==> src/rtl/cosim_reg_write_deser_if.sv <==
// cosim_reg_write_deser_if: DPI word stream in, rebuilt register-write records out.
interface cosim_reg_write_deser_if #(
    parameter int DPI_W  = 32,
    parameter int FREG_W = 128
);
    logic              word_valid_i;
    logic              word_ready_o;
    logic [DPI_W-1:0]  word_data_i;
    logic              word_first_i;
    logic              rec_valid_o;
    logic              rec_ready_i;
    logic [3:0]        rec_type_o;
    logic [59:0]       rec_id_o;
    logic [FREG_W-1:0] rec_value_o;
    logic [31:0]       rec_cnt_o;
    logic              err_o;
    modport master (
        output word_valid_i, word_data_i, word_first_i, rec_ready_i,
        input  word_ready_o, rec_valid_o, rec_type_o, rec_id_o, rec_value_o, rec_cnt_o, err_o
    );
    modport slave (
        input  word_valid_i, word_data_i, word_first_i, rec_ready_i,
        output word_ready_o, rec_valid_o, rec_type_o, rec_id_o, rec_value_o, rec_cnt_o, err_o
    );
endinterface

==> src/rtl/cosim_reg_write_deser.sv <==
// cosim_reg_write_deser: rebuilds {type, id, value} register-write records from DPI words into a small FIFO.
// Optional word_first_i protocol check is enabled by defining COSIM_DESER_PROTO_CHECK_EN.
module cosim_reg_write_deser #(
    parameter int XREG_W    = 64,
    parameter int FREG_W    = 128,
    parameter int DPI_W     = 32,
    parameter int OUT_DEPTH = 2
) (
    input logic clk_i,
    input logic rst_i,
    cosim_reg_write_deser_if.slave bus
);
    localparam int WORDS = XREG_W / DPI_W + FREG_W / DPI_W;
    localparam int REC_W = WORDS * DPI_W;
    localparam int IDX_W = $clog2(WORDS);
    localparam int PTR_W = OUT_DEPTH > 1 ? $clog2(OUT_DEPTH) : 1;
    localparam int CNT_W = $clog2(OUT_DEPTH + 1);
    localparam logic [IDX_W-1:0] LAST = IDX_W'(WORDS - 1);
    localparam logic [PTR_W-1:0] PTR_LAST = PTR_W'(OUT_DEPTH - 1);

    logic [IDX_W-1:0] idx, idx_next, widx;
    logic [REC_W-1:0] asm_q, asm_next, head;
    logic [REC_W-1:0] mem [OUT_DEPTH];
    logic [PTR_W-1:0] wr_ptr, rd_ptr;
    logic [CNT_W-1:0] count;
    logic [31:0]      rec_cnt;
    logic             err, err_set, hs, store, push, pop, full;

    assign full = count == CNT_W'(OUT_DEPTH);
    assign hs   = bus.word_valid_i && !full;
    assign pop  = count != '0 && bus.rec_ready_i;
    assign push = store && widx == LAST;

`ifdef COSIM_DESER_PROTO_CHECK_EN
    logic restart, stray;
    assign restart = hs && bus.word_first_i && idx != '0;
    assign stray   = hs && !bus.word_first_i && idx == '0;
    assign err_set = restart || stray;
    assign store   = hs && !stray;
    // a misplaced first word restarts assembly with itself as word 0
    assign widx    = restart ? '0 : idx;
`else
    logic unused_first;
    assign unused_first = bus.word_first_i;
    assign err_set      = 1'b0;
    assign store        = hs;
    assign widx         = idx;
`endif

    always_comb begin
        asm_next = asm_q;
        for (int k = 0; k < WORDS; k++)
            if (widx == IDX_W'(k)) asm_next[k*DPI_W +: DPI_W] = bus.word_data_i;
        idx_next = !store ? idx : widx == LAST ? '0 : widx + 1'b1;
    end

    always_ff @(posedge clk_i) begin
        if (rst_i) begin
            idx     <= '0;
            asm_q   <= '0;
            wr_ptr  <= '0;
            rd_ptr  <= '0;
            count   <= '0;
            rec_cnt <= '0;
            err     <= 1'b0;
            for (int i = 0; i < OUT_DEPTH; i++) mem[i] <= '0;
        end else begin
            idx <= idx_next;
            if (store) asm_q <= asm_next;
            if (push) begin
                mem[wr_ptr] <= asm_next;
                wr_ptr      <= wr_ptr == PTR_LAST ? '0 : wr_ptr + 1'b1;
            end
            if (pop) begin
                rd_ptr  <= rd_ptr == PTR_LAST ? '0 : rd_ptr + 1'b1;
                rec_cnt <= rec_cnt + 32'd1;
            end
            count <= count + CNT_W'(push) - CNT_W'(pop);
            err   <= err | err_set;
        end
    end

    assign head             = mem[rd_ptr];
    assign bus.word_ready_o = !full;
    assign bus.rec_valid_o  = count != '0;
    assign bus.rec_type_o   = head[XREG_W-1 -: 4];
    assign bus.rec_id_o     = head[XREG_W-5 -: 60];
    assign bus.rec_value_o  = head[XREG_W +: FREG_W];
    assign bus.rec_cnt_o    = rec_cnt;
    assign bus.err_o        = err;
endmodule

==> src/flat_wrapper.sv <==
// flat-port wrapper written by rule: the top's interface ports become plain ports
module cosim_reg_write_deser_flat 
#(
    parameter int XREG_W    = 64,
    parameter int FREG_W    = 128,
    parameter int DPI_W     = 32,
    parameter int OUT_DEPTH = 2
)
  (clk_i, rst_i, bus_word_valid_i, bus_word_data_i, bus_word_first_i, bus_rec_ready_i, bus_word_ready_o, bus_rec_valid_o, bus_rec_type_o, bus_rec_id_o, bus_rec_value_o, bus_rec_cnt_o, bus_err_o);
  cosim_reg_write_deser_if #(.DPI_W(DPI_W), .FREG_W(FREG_W)) bus_i ();
  input logic clk_i;
  input logic rst_i;
  input wire logic [$bits(bus_i.word_valid_i)-1:0] bus_word_valid_i;
  input wire logic [$bits(bus_i.word_data_i)-1:0] bus_word_data_i;
  input wire logic [$bits(bus_i.word_first_i)-1:0] bus_word_first_i;
  input wire logic [$bits(bus_i.rec_ready_i)-1:0] bus_rec_ready_i;
  output wire logic [$bits(bus_i.word_ready_o)-1:0] bus_word_ready_o;
  output wire logic [$bits(bus_i.rec_valid_o)-1:0] bus_rec_valid_o;
  output wire logic [$bits(bus_i.rec_type_o)-1:0] bus_rec_type_o;
  output wire logic [$bits(bus_i.rec_id_o)-1:0] bus_rec_id_o;
  output wire logic [$bits(bus_i.rec_value_o)-1:0] bus_rec_value_o;
  output wire logic [$bits(bus_i.rec_cnt_o)-1:0] bus_rec_cnt_o;
  output wire logic [$bits(bus_i.err_o)-1:0] bus_err_o;
  assign bus_i.word_valid_i = bus_word_valid_i;
  assign bus_i.word_data_i = bus_word_data_i;
  assign bus_i.word_first_i = bus_word_first_i;
  assign bus_i.rec_ready_i = bus_rec_ready_i;
  assign bus_word_ready_o = bus_i.word_ready_o;
  assign bus_rec_valid_o = bus_i.rec_valid_o;
  assign bus_rec_type_o = bus_i.rec_type_o;
  assign bus_rec_id_o = bus_i.rec_id_o;
  assign bus_rec_value_o = bus_i.rec_value_o;
  assign bus_rec_cnt_o = bus_i.rec_cnt_o;
  assign bus_err_o = bus_i.err_o;
  cosim_reg_write_deser #(.XREG_W(XREG_W), .FREG_W(FREG_W), .DPI_W(DPI_W), .OUT_DEPTH(OUT_DEPTH)) u_core (.clk_i(clk_i), .rst_i(rst_i), .bus(bus_i));
endmodule
==> config.mk <==
export PLATFORM = sky130hd
export DESIGN_NAME = cosim_reg_write_deser_flat
export DESIGN_NICKNAME = d
export VERILOG_FILES = /design/src/rtl/cosim_reg_write_deser_if.sv /design/src/rtl/cosim_reg_write_deser.sv /design/src/flat_wrapper.sv
export SDC_FILE = /design/constraint.sdc
export NUM_CORES = 1
export LEC_CHECK = 0
export ABC_CLOCK_PERIOD_IN_PS = 10200
export BUFFER_PORTS_ARGS = -buffer_cell sky130_fd_sc_hd__buf_2
export CAP_MARGIN = 20
export CORE_MARGIN = 1
export CORE_UTILIZATION = 49
export DETAILED_ROUTE_END_ITERATION = 16
export HOLD_SLACK_MARGIN = 0.08
export PLACE_DENSITY = 0.75
export SLEW_MARGIN = 10
export SYNTH_ARGS = -nofsm -noshare
export SYNTH_HDL_FRONTEND = slang
export SYNTH_SLANG_ARGS = --single-unit
==> constraint.sdc <==
create_clock -name clk_i -period 10.2 [get_ports clk_i]
set_input_delay 1.02 -clock clk_i [delete_from_list [all_inputs] [get_ports clk_i]]
set_output_delay 1.02 -clock clk_i [all_outputs]
set_load 0.05 [all_outputs]
# Word-level counts from Yosys, hierarchy flattened

Memories as Yosys holds them, arrays and structs flattened. A register that Yosys moved wholly into a read port is not among the register bits.
Index checks and enable logic that the tools add are counted.

Register bits: 231
Memory bits (writable): 384
Memories: 1

Memory list:

| memory     | depth | width | read ports | clocked after Yosys merged registers in | write ports | line                        | RTL |
|---|---|---|---|---|---|---|---|
| u_core.mem | 2     | 192   | 1          | 1                                       | 2           | cosim_reg_write_deser.sv:23 | `logic [REC_W-1:0] mem [OUT_DEPTH];` |

Mux-type cells: 19
Eq/ne operators: 6
Reduce and logical (&&, ||, !) cells: 7
Add/subtract/negate cells: 6

Operator list:

| operator                                                              | number |
|---|---|
| 192-bit 2-to-1 mux                                                    | 1 |
| 32-bit 2-to-1 mux                                                     | 6 |
| 192-bit OR reduction                                                  | 1 |
| 32-bit by 1-bit adder with 32-bit output, second input constant       | 1 |
| 1-bit 2-to-1 mux                                                      | 11 |
| 3-bit by 2-bit equality test with 1-bit output, second input constant | 2 |
| 3-bit equality test, second input constant                            | 2 |
| 3-bit by 1-bit adder with 3-bit output, second input constant         | 1 |
| 3-bit by 1-bit equality test with 1-bit output, second input constant | 1 |
| 1-bit logical AND                                                     | 3 |
| 3-bit logical NOT                                                     | 1 |
| 3-bit 2-to-1 mux                                                      | 1 |
| 1-bit adder, second input constant                                    | 2 |
| 2-bit by 1-bit adder with 2-bit output                                | 1 |
| 2-bit equality test, second input constant                            | 1 |
| 2-bit nonzero test                                                    | 1 |
| 2-bit by 1-bit subtractor with 2-bit output                           | 1 |
| 1-bit logical NOT                                                     | 1 |

# Logic depth before layout (Yosys ltp)

Gate-level depths: netlist (run 1).

Depth after elaboration: 9
Gate-level depth with buffers: 10
Gate-level depth less buffers: 8

# Worst setup path after synthesis (run 1)

OpenSTA, ideal clock, no wires.

Kind: input-to-reg
Start point: in bus_word_valid_i
End point: mem u_core.mem[0][0] (netlist bit), enable pin
Cell stages on the path: 3
Slack: -0.776 ns
Buffers on the path: 1
Library setup time: 0.785 ns
Arrival: 10.192 ns
Cell sequence: nand3_2 clkbuf_1 o21bai_1

RTL lines:

| item            | line                        | RTL |
|---|---|---|
| start, declared | flat_wrapper.sv:13          | `input wire logic [$bits(bus_i.word_valid_i)-1:0] bus_word_valid_i;` |
| end, declared   | cosim_reg_write_deser.sv:23 |  |

==> metrics.txt, run 1 <==
status=completed; Initial Util=0.496; Synth cell types=42; drt initial violations=1,549; Hold Path Origin=u_core.asm_q[101]; Worst R2R Path Depth=9; Worst Hold End=u_core.asm_q[101]; H-tree depth=2; vias in the first global route=17,400; final wirelength=66,300 um; setup TNS=0 ns; die area=0.0541 mm^2; sw frac=0.288; Synth area leaders=edfxtp_1 (44%), dfxtp_1 (18%), mux2_2 (8.4%); Yosys top cell area share=0.443; vias per inst=5.59; Internal Power=4.33 mW; Total GRT Usage=0.239; Clk pwr share=0.371; setup slack at placement=5.19 ns; most frequent cell after synthesis=nor2_1; fin. max-slew vios=0; Synth Flop Type=edfxtp_1; Post-Route Skew=0.0177 ns; Comb power frac=0.175; Slew Limit Headroom=0.198; clock transition at the registers of the reported paths=0.06 ns; final setup vio count=0; Synth Warn #=0; CTS Root Cell=clkbuf_16; DRC Markers=0; Reg2Reg Setup Slack=5.20 ns; Sequential Power Share=0.454; Clock Tree Buf Depth=3; number of port buffers=261; Hold Crit Class=flop to flop; fin crit period=5.00 ns; io pins=264; RSZ-0062 raised after global routing=false; TritonRoute pass-1 iters=5; Final ANT Viol Nets=0; Critical R2R Launch=u_core.idx[0]; crit path DAT=5.24 ns; reg-to-reg endpoint=u_core.mem[1][24]; die height=233 um; Synth Instances=2,342; Syn Nets=2,383; Top cell by count, worst path=buf_4; first-pass GRT wire length=98,900 um; ordered cell list for the critical path=and3b_2 -> buf_4 -> nand3_2 -> clkinv_1 -> buf_4 -> nand3b_1 -> nand2b_4 -> buf_4 -> buf_4; Final Hold Vio Count=0; Clk Latency, worst-skew pair=0.63 ns; post-synthesis async set-or-reset flop share=0; sum of buffers and inverters on the critical path=5; max_cap viols=0; delay-heaviest family, CP=buffers and inverters; CTS tree=done; PD cells=205 mW/mm^2; synthesized area=0.0260 mm^2; CP peak stage delay=0.71 ns; cts bufs inserted=61; num rows=84; Final GP Congestion=0.769; fraction of layout cells with a size suffix above 1=0.231; slowest cell on the critical path=nand2b_4; Antenna Cells=0; DP HPWL=38,900 um; # hold bufs at CTS=0; Post-CTS Setup Bufs=0; DP Cell Count=3,126; core area=0.0526 mm^2; grt ovf=0; area delta synth->final=14.3%; initial antenna violation count=0; total leakage power=10.4 nW; DR vias=18,100; CTS sink cnt=616; post-cts gate resize count=0; dominant cell type by area after synthesis=edfxtp_1; Worst Hold Depth=2; #FFs+latches synth=616; Setup crit start kind=flop; crit end category=flop; period utilization=0.490; Die X=233 um; VDD IR max=0.145 mV; Max Fclk=200 MHz; Switching Power=1.75 mW; Seq/Total Area, Yosys=0.621; final net count=2,542; setup ws final=5.20 ns; Post-synth EDFFs=384; drt wl/cell=20.4 um; CP required=10.45 ns; largest net degree at the start of global routing=193; syn avg cell area=11.1 um^2; crit-path max FO=55; Commonest cells post-synth=nor2_1 (403), nand2_1 (398), edfxtp_1 (384), dfxtp_1 (232), a21oi_1 (214); WS Path Type=flop to flop; Least-Margin Pin Slew=1.20 ns; fin cells=3,241
-- sequential cells by signal, indices dropped and copies added (netlist names), named ones only --
name                  count
u_core.asm_q            192
u_core.idx                3
u_core.mem              384
u_core.wr_ptr             1
u_core.count              2
u_core.bus.rec_cnt_o     32
u_core.rd_ptr             1
-- worst register-to-register path, stage by stage (launching register included) --
cell and delay, ns:
dfxtp_1 0.53, and3b_2 0.24, buf_4 0.56, nand3_2 0.16, clkinv_1 0.36, buf_4 0.37, nand3b_1 0.24, nand2b_4 0.71
buf_4 0.71, buf_4 0.70
-- power groups by stage --
stage               sequential (mW)  clock, mW  combinational, mW
floorplan                      2.82          0              0.841
global placement               2.81          0               1.06
detailed placement             2.82          0               1.06
CTS                            2.77       2.28               1.07
global route                   2.77       2.38               1.12
finish                         2.77       2.26               1.07
-- per-stage QoR --
step           instance area [um^2]  hold slack (ns)   util  power [mW]
2_1_floorplan                 26100            0.436      -        3.66
3_3_place_gp                  27700            0.441  0.528        3.87
3_5_place_dp                  27700            0.446  0.528        3.88
4_1_cts                       29800            0.454  0.566        6.12
5_1_grt                       29800            0.468  0.566        6.27
6_report                      29800            0.452  0.566        6.09
-- cells in the final DEF, fill, tap and decap left out, types with 17 or more instances in the layout --
cell	Yosys	layout
nor2_1	403	403
nand2_1	398	398
edfxtp_1	384	384
buf_2	42	260
dfxtp_1	232	231
a21oi_1	214	214
mux2_2	194	194
mux2i_1	192	192
clkbuf_16	0	63
buf_4	1	29
clkbuf_1	145	19
nand3_1	17	17
-- final cells by class --
| type | count | area [um^2] |
|---|---|---|
| Clock buffer | 88 | 1730 |
| Clock inverter | 27 | 289 |
| Fill cell | 4346 | 22800 |
| Inverter | 7 | 26.3 |
| Multi-Input combinational cell | 1523 | 9100 |
| Sequential cell | 616 | 16200 |
| Tap cell | 688 | 861 |
| Timing Repair Buffer | 292 | 1570 |
-- routing by layer --
metal  part of all wire  vias up  GRT usage
met1               0.41     8902      0.320
met4              0.024        0     0.0629
met5                  0        -          0
met2               0.48      765      0.391
met3              0.090       98     0.0529
li1                   -     8367          -
-- worst max path at each step --
stage | start | endpoint | slack, ns | cells after the start
after floorplan | bus_word_valid_i | u_core.mem[0][0] | 3.34 | 3
after global placement | u_core.idx[0] | u_core.mem[1][22] | 5.30 | 9
after detailed placement | u_core.idx[0] | u_core.mem[1][21] | 5.19 | 9
after CTS | u_core.idx[0] | u_core.mem[1][23] | 5.15 | 9
after global routing | u_core.idx[0] | u_core.mem[1][24] | 4.91 | 9
final | u_core.idx[0] | u_core.mem[1][24] | 5.20 | 9
-- logic make-up after synthesis --
logic type                 share of synthesized area
buffers and inverters                         0.0314
other                                       0.000144
xor gates and xnor gates                     0.00504
DFF                                            0.621
muxes                                          0.158
and+or+nand+nor                                0.135
adders and majority gates                    0.00192
AOI/OAI and AO/OA                             0.0474
Power figures use the tool's default switching activity.
==> inputs of run 2 (changes only) <==
- ABC_CLOCK_PERIOD_IN_PS: 10200 -> 4000
- clock period: 10.2 -> 4 ns (I/O delays scaled with it)
==> metrics.txt, run 2 (synthesis results as in run 1) <==
Clk Latency, worst-skew pair=0.62 ns (about the same); DRC Markers=0 (unchanged); multi-input logic area=0.00912 mm^2 (+0.19%); # hold bufs at CTS=0 (unchanged); Final GP Congestion=0.783 (+1.8%); max_cap viols=0 (unchanged); VDD IR max=0.318 mV (+120%); fin. max-slew vios=0 (unchanged); total leakage power=10.6 nW (+1.7%); worst hold slack=0.162 ns (-0.290 ns); Internal Power=11.4 mW (+160%); Sequential Power Share=0.446 (-0.008); initial antenna violation count=1 (+1); Initial Util=0.496 (unchanged); grt ovf=0 (unchanged); largest net degree at the start of global routing=193 (unchanged); Hold Crit Class=input pin to flop; fraction of layout cells with a size suffix above 1=0.238 (+0.00767); Filler cells=4,223 (-2.8%); Switching Power=4.50 mW (+160%); commonest non-fill, non-tap cell in the layout=nor2_1; WS Path Type=flop to flop; Least-Margin Pin Slew=1.13 ns (-0.0752 ns); slowest cell on the critical path=buf_12; H-tree depth=2 (unchanged); TritonRoute pass-1 iters=5 (unchanged); die height=233 um (unchanged); delay-heaviest family, CP=simple AND/OR/NAND/NOR gates; Biggest register=u_core.mem; final setup vio count=0 (unchanged); post-cts gate resize count=0 (unchanged); Post-Route Skew=0.0225 ns (+0.00472 ns); clock transition at the registers of the reported paths=0.06 ns (about the same); Post-CTS Setup Bufs=0 (unchanged); CTS tree=done; drt wl/cell=20.4 um (about the same); core area=0.0526 mm^2 (unchanged); vias in the first global route=17,500 (+0.58%); Total GRT Usage=0.241 (+0.00255); RSZ-0062 raised after global routing=false; PD cells=528 mW/mm^2 (+160%); Setup crit start kind=flop; number of port buffers=261 (unchanged); CTS Root Cell=clkbuf_16; fin crit period=3.10 ns (-1.90 ns); CP peak stage delay=0.62 ns (-0.09 ns); DP HPWL=39,900 um (+2.4%); crit end category=flop; sum of buffers and inverters on the critical path=2 (-3); area delta synth->final=15.6%; ordered cell list for the critical path=or2b_1 -> nand3_4 -> clkinv_1 -> nand3b_1 -> buf_12 -> nor2_1; Max Fclk=323 MHz (+61%); max reg flops=384 (unchanged); crit-path max FO=192 (+250%); period utilization=0.775 (+0.285); most frequent cells in the layout=nor2_1 (403), nand2_1 (398), edfxtp_1 (384); Clk pwr share=0.383 (+0.012); final wirelength=66,300 um (about the same); Clock Tree Buf Depth=3 (unchanged); Final ANT Viol Nets=0 (unchanged); CTS sink cnt=616 (unchanged); Comb power frac=0.171 (-0.004); cts bufs inserted=61 (unchanged); status=completed; io pins=264 (unchanged); Antenna Cells=0 (unchanged); first-pass GRT wire length=99,800 um (+0.85%); Reg area=0.0162 mm^2 (about the same); num rows=84 (unchanged); Die X=233 um (unchanged); drt initial violations=1,153 (-26%); CP required=4.32 ns (-6.13 ns); Slew Limit Headroom=0.248 (+0.0502); vias per inst=5.58 (-0.27%); DR vias=18,100 (-0.088%); final net count=2,547 (+0.20%); Final Hold Vio Count=0 (unchanged); Final Power=15.9 mW (+160%); die area=0.0541 mm^2 (unchanged); crit path DAT=3.41 ns (-1.83 ns); sw frac=0.283 (-0.00468)
[run 2: changes by cell type in the layout (fill, tap and decap cells not counted), sizes merged]
| cell | previous run | this run |
|---|---|---|
| clkinvlp | 4 | 3 |
| bufinv | 5 | 7 |
| clkinv | 19 | 17 |
| inv | 6 | 8 |
| buf | 291 | 296 |
[run 2: path summary, 6_finish.rpt]
path	start	to	slack [ns]	cells after the start
max	u_core.count[1]	u_core.mem[1][55]	0.90	6
min	bus_rec_ready_i	u_core.bus.rec_cnt_o[1]	0.16	4
max reg2reg	u_core.count[1]	u_core.mem[1][55]	0.90	6
min reg2reg	u_core.asm_q[10]	u_core.asm_q[10]	0.45	2
[run 2: power by group through the flow]
stage	Clock (mW)	Sequential, mW	Combinational, mW
finish	6.09	7.09	2.71
global route	6.43	7.11	2.84
CTS	6.18	7.09	2.72
detailed placement	0	7.22	2.71
global placement	0	7.21	2.69
floorplan	0	7.17	2.15
[run 2: metal layers]
metal  global-route usage  vias up  part of all wire
met4               0.0807        2             0.027
li1                     -     8390                 -
met1                0.323     8960              0.42
met5                    0        -           0.00018
met3               0.0531      124             0.074
met2                0.388      640              0.48
[run 2: cell type report]
class                      instances  share of cell area
clock buffer                      88              0.0612
clock inverter                    28              0.0109
inverter                           7            0.000872
multi-input combinational       1523               0.303
sequential                       616               0.537
tap                              688              0.0286
timing repair buffer             297              0.0584
[run 2: worst min-delay path: cells and delay by family]
kind | cells | cell delay [ns]
and+or+nand+nor | 1 | 0.07
buffers and inverters | 1 | 0.10
AOI/OAI and AO/OA | 2 | 0.14
[run 2: stage by stage]
stage               utilization  worst slack [ns]  instances  TNS [ns]  instance area, um^2
floorplan                     -            -0.299       2342    -57.33                26100
global placement          0.532              1.12       3131         0                27900
detailed placement        0.532              1.00       3131         0                27900
CTS                       0.573              1.01       3247         0                30100
global route              0.573             0.773       3247         0                30100
finish                    0.573             0.902       3247         0                30100
